## src/rtl/free_list.sv

```systemverilog
// Circular FIFO of free physical register tags for the rename stage.
// Pops T_new at dispatch, pushes T_old at retire, rewinds to retirement order on a flush.
module free_list #(
  parameter  int NUM_PREGS = 64,
  parameter  int NUM_AREGS = 32,
  localparam int FL_SIZE   = NUM_PREGS - NUM_AREGS,
  localparam int IDX_W     = $clog2(FL_SIZE),
  localparam int PTR_W     = IDX_W + 1,
  localparam int TAG_W     = $clog2(NUM_PREGS)
) (
  input  logic             clock,
  input  logic             reset,
  input  logic             enable,
  input  logic             dispatch_en,
  input  logic             retire_en,
  input  logic [TAG_W:0]   T_free_in,
  input  logic             branch_not_taken,
  output logic [TAG_W:0]   T_new_out,
  output logic             free_valid,
  output logic             fl_empty,
  output logic [PTR_W-1:0] free_entries
);

  logic [TAG_W-1:0] list_q [FL_SIZE];
  logic [PTR_W-1:0] head_q, head_d;
  logic [PTR_W-1:0] tail_q, tail_d;
  logic [PTR_W-1:0] arch_head_q, arch_head_d;
  logic             empty_s;
  logic             full_s;
  logic             push_s;
  logic             pop_s;
  logic             unused_tag_bit_s;

  // The ready bit of the freed tag carries no meaning inside the list.
  assign unused_tag_bit_s = T_free_in[TAG_W];

  assign empty_s = (head_q == tail_q);
  assign full_s  = (head_q[IDX_W-1:0] == tail_q[IDX_W-1:0]) &&
                   (head_q[IDX_W] != tail_q[IDX_W]);
  assign push_s  = enable & retire_en & ~full_s;
  assign pop_s   = enable & dispatch_en & ~empty_s & ~branch_not_taken;

  // Next-state pointers; a flush rewinds head to arch_head after this cycle's retire.
  always_comb begin
    tail_d      = tail_q;
    arch_head_d = arch_head_q;
    head_d      = head_q;
    if (push_s) begin
      tail_d      = tail_q + PTR_W'(1);
      arch_head_d = arch_head_q + PTR_W'(1);
    end else begin
      tail_d      = tail_q;
      arch_head_d = arch_head_q;
    end
    if (enable && branch_not_taken) begin
      head_d = arch_head_d;
    end else if (pop_s) begin
      head_d = head_q + PTR_W'(1);
    end else begin
      head_d = head_q;
    end
  end

  // Pointer registers; reset leaves the list full.
  always_ff @(posedge clock) begin
    if (reset) begin
      head_q      <= '0;
      arch_head_q <= '0;
      tail_q      <= {1'b1, IDX_W'(0)};
    end else begin
      head_q      <= head_d;
      arch_head_q <= arch_head_d;
      tail_q      <= tail_d;
    end
  end

  // Tag storage; reset loads the tags not held by the architectural map.
  always_ff @(posedge clock) begin
    if (reset) begin
      for (int i = 0; i < FL_SIZE; i++) begin
        list_q[i] <= TAG_W'(NUM_AREGS + i);
      end
    end else if (push_s) begin
      list_q[tail_q[IDX_W-1:0]] <= T_free_in[TAG_W-1:0];
    end else begin
      list_q <= list_q;
    end
  end

  // Zero-latency read of the head entry.
  always_comb begin
    if (empty_s) begin
      T_new_out = {(TAG_W + 1){1'b1}};
    end else begin
      T_new_out = {1'b0, list_q[head_q[IDX_W-1:0]]};
    end
  end

  assign free_valid   = ~empty_s;
  assign fl_empty     = empty_s;
  assign free_entries = tail_q - head_q;

endmodule

```

## config.mk

```make
export PLATFORM = sky130hd
export DESIGN_NAME = free_list
export DESIGN_NICKNAME = d
export VERILOG_FILES = /design/src/rtl/free_list.sv
export SDC_FILE = /design/constraint.sdc
export NUM_CORES = 1
export LEC_CHECK = 0
export ABC_AREA = 1
export CORE_MARGIN = 3
export CORE_UTILIZATION = 60
export CTS_BUF_LIST = sky130_fd_sc_hd__clkbuf_16
export DETAILED_ROUTE_END_ITERATION = 10
export PLACE_DENSITY_LB_ADDON = 0.3
export SYNTH_ARGS = -nofsm -noshare
export SYNTH_HDL_FRONTEND = slang
export SYNTH_SLANG_ARGS = --single-unit
```

## constraint.sdc

```tcl
create_clock -name clock -period 3 [get_ports clock]
set_input_delay 0.6 -clock clock [delete_from_list [all_inputs] [get_ports clock]]
set_output_delay 0.6 -clock clock [all_outputs]
set_load 0.01 [all_outputs]
```

==> out/metrics.yaml <==
timing:
  finalCriticalPeriod_ns: 2.92
  setup_viol_count_final: 0
  min_period_over_period: 0.973
  max_freq_mhz: 343
  fin_ws_ns: 0.0816
  worstMarginPinSlew_ns: 1.03
  slew_headroom: 0.316
  finalHoldViolCount: 0
  drv_slew: 0
  fin_worst_skew_ns: 0.0175
  setup_tns_ns: 0
synth:
  yosysWarnings: 0
  yosysSeqAreaShare: 0.400
  avgSynthCellArea_um2: 6.61
  ys_ff_latch: 210
  ys.flop_type: "dfxtp_1"
  synth_area_um2: 10500
  synth_edf_count: 0
  synth.net_count: 1615
  synthCells: 1590
  synthDistinctLibCells: 28
  synthArstFlopShare: 0
clock_network:
  clk_path_buf_depth: 3
  h-tree-depth: 1
  clock_latency_ns: 0.51
  cts_made_buffers: 22
  cts_sinks: 210
  cts-root-buf: "clkbuf_16"
  tritoncts: "yes"
  cts.clk_slew.worst_paths_ns: 0.06
placed_design:
  globalplace.congestion: 0.913
  dp_hpwl_mm: 17.9
  io_buffers: 26
  place_ws_ns: 0.289
routing:
  vias: 10400
  avgRoutedWirePerCell_um: 16.4
  via_per_inst: 5.71
  drc: 0
  antenna_left: 0
  drt_iter0_drc: 1259
  routed_wl_mm: 29.8
  drtPass1Iterations: 6
global_route:
  grt_usage: 0.295
  grt_pass1_wl_mm: 47.5
  grt_max_degree: 126
  antenna_found_initial: 0
  grt_use_met3: 0.0511
  overflow: 0
  met2_usage: 0.479
  busiest_layer: "met2"
  use_met1: 0.393
  grt_pass1_vias: 9475
min_path:
  holdCritStartpoint: "list_q[184]"
  hold_depth: 2
  whs_endpoint: "list_q[184]"
  hold_class: "reg2reg"
floorplanning:
  rows: 47
  die_y_um: 138
  die_w_um: 138
  start_util: 0.623
  die_area_um2: 19100
  core_um2: 16900
  io_pins: 28
run_status:
  status: "finished clean"
finish:
  nets: 1602
  syn2layout_area_growth_pct: 13.1
  drive_gt1_frac: 0.0684
  diodes: 0
worst_setup_path:
  path_delay_family: "buffers and inverters"
  path_buf_inv: 3
  reg2reg_slack_ns: 0.49
  r2r_start: "head_q[0]"
  required_ns: 2.40
  cp.arrival_ns: 2.32
  crit_type: "reg2out"
  crit_chain: "buf_4 > ha_1 > nand2_1 > nor2_4 > nand2_4 > inv_1 > clkdlybuf4s50_1"
  worst_path_max_delay_cell: "clkdlybuf4s50_1"
  end_kind: "output port"
  rr_endpoint: "list_q[10]"
  ff2ff_path_depth: 11
  start_kind: "flop"
  slowest_delay_ns: 0.53
  critical_path_peak_fanout: 11
power:
  p_seq_frac: 0.439
  combPwrFrac: 0.148
  pwr-share-clk: 0.413
  internal-power_uw: 4690
  ir_drop_mv: 0.545
  swShare: 0.273
  powerDensity_nw_per_um2: 543
  switchingPower_uw: 1760
  leakagePower_uw: 0.00599
job:
  cap_viol_max_count: 0
==> cell usage after synthesis, types with 2 or more instances <==
| library cell | instances | area share |
|---|---|---|
| buf_6 | 3 | 0.0032 |
| xor2_1 | 4 | 0.0033 |
| nor2_2 | 2 | 0.0012 |
| nand2_1 | 561 | 0.20 |
| nand2_4 | 2 | 0.0021 |
| nor3_1 | 2 | 0.00095 |
| o21ai_1 | 2 | 0.00095 |
| buf_4 | 3 | 0.0021 |
| inv_1 | 188 | 0.067 |
| o211ai_1 | 113 | 0.081 |
| buf_1 | 15 | 0.0054 |
| dfxtp_1 | 210 | 0.40 |
| nand2_2 | 7 | 0.0042 |
| nor3_2 | 2 | 0.0019 |
| o21ai_0 | 17 | 0.0081 |
| nor2_4 | 4 | 0.0043 |
| nor2_1 | 49 | 0.017 |
| nand4_1 | 3 | 0.0018 |
| inv_2 | 3 | 0.0011 |
| ha_1 | 11 | 0.013 |
| a21oi_1 | 93 | 0.044 |
| clkbuf_1 | 62 | 0.022 |
| nand3_1 | 203 | 0.097 |
| xnor2_1 | 3 | 0.0025 |
| buf_2 | 25 | 0.012 |
==> worst max path at each step <==
| stage | start | endpoint | slack, ns | depth (start not counted) |
|---|---|---|---|---|
| 6_report | head_q[0] | T_new_out[6] | 0.08 | 7 |
| 3_5_place_dp | tail_q[0] | free_entries[4] | 0.29 | 6 |
| 3_3_place_gp | head_q[3] | T_new_out[5] | 0.29 | 7 |
| 5_1_grt | head_q[3] | fl_empty | -0.01 | 7 |
| 2_1_floorplan | head_q[2] | T_new_out[6] | 0.34 | 10 |
| 4_1_cts | head_q[1] | T_new_out[2] | -0.10 | 11 |
==> repair_timing <==
item / CTS / global route
gates resized for setup: 16 / 18
pin swaps: 0 / 1
buffers inserted: 0 / 3
hold buffers: 0 / 0
endpoints found under the setup margin: 11 / 10
gates cloned: 1 / 2
==> power groups by stage <==
stage | registers [uW] | clock network [uW] | logic (uW)
after CTS | 2830 | 2690 | 897
after detailed placement | 2890 | 0 | 877
after global placement | 2890 | 0 | 870
after floorplan | 2890 | 0 | 554
after global routing | 2840 | 2800 | 1030
final | 2830 | 2670 | 957
==> through the flow <==
stage                     total power [uW]  instances   util  hold WS [ns]  area, um^2
after floorplan                       3440       1590      -         0.437       10500
after global placement                3760       1767  0.650         0.443       11000
after detailed placement              3770       1767  0.650         0.453       11000
after CTS                             6420       1808  0.696         0.462       11700
after global routing                  6660       1813  0.705         0.474       11900
final                                 6460       1813  0.705         0.461       11900
==> cell usage in the layout, fill, tap and decap left out, types with 4 or more instances in the layout <==
cell type / instances
nand2_1: 559
dfxtp_1: 207
nand3_1: 203
inv_1: 193
o211ai_1: 113
a21oi_1: 92
nor2_1: 49
buf_4: 29
clkbuf_16: 25
clkdlybuf4s50_1: 16
o21ai_0: 15
nand2_2: 8
ha_1: 8
buf_12: 8
nor2_4: 5
clkinv_2: 5
dlymetal6s2s_1: 5
inv_2: 4
xor2_1: 4
buf_6: 4
==> kinds of logic after synthesis <==
| group | synth area share |
|---|---|
| and+or+nand+nor | 0.332 |
| buffers and inverters | 0.113 |
| AOI/OAI and AO/OA | 0.134 |
| DFF | 0.400 |
| xor gates and xnor gates | 0.00583 |
| adders and majority gates | 0.0150 |
==> metal layers <==
metal / part of all wire / vias up
li1: - / 5059
met1: 0.41 / 4729
met2: 0.46 / 474
met3: 0.094 / 89
met4: 0.038 / 0
met5: 0 / -
==> area by class of cell <==
class / instances / area [um^2]
Multi-Input combinational cell: 1081 / 5180
Tap cell: 220 / 275
Clock inverter: 17 / 125
Fill cell: 1444 / 4990
Sequential cell: 210 / 4210
Inverter: 191 / 726
Clock buffer: 23 / 576
Timing Repair Buffer: 71 / 797
==> tightest hold or removal path: stages (launching register included) <==
cell,delay (ns)
dfxtp_1,0.31
nand2_1,0.06
a21oi_1,0.05
==> sequential cells by signal (all words and copies together) (netlist names) <==
register and count:
arch_head_q 6, list_q 192, tail_q 6, head_q 6
Power figures use the tool's default switching activity.
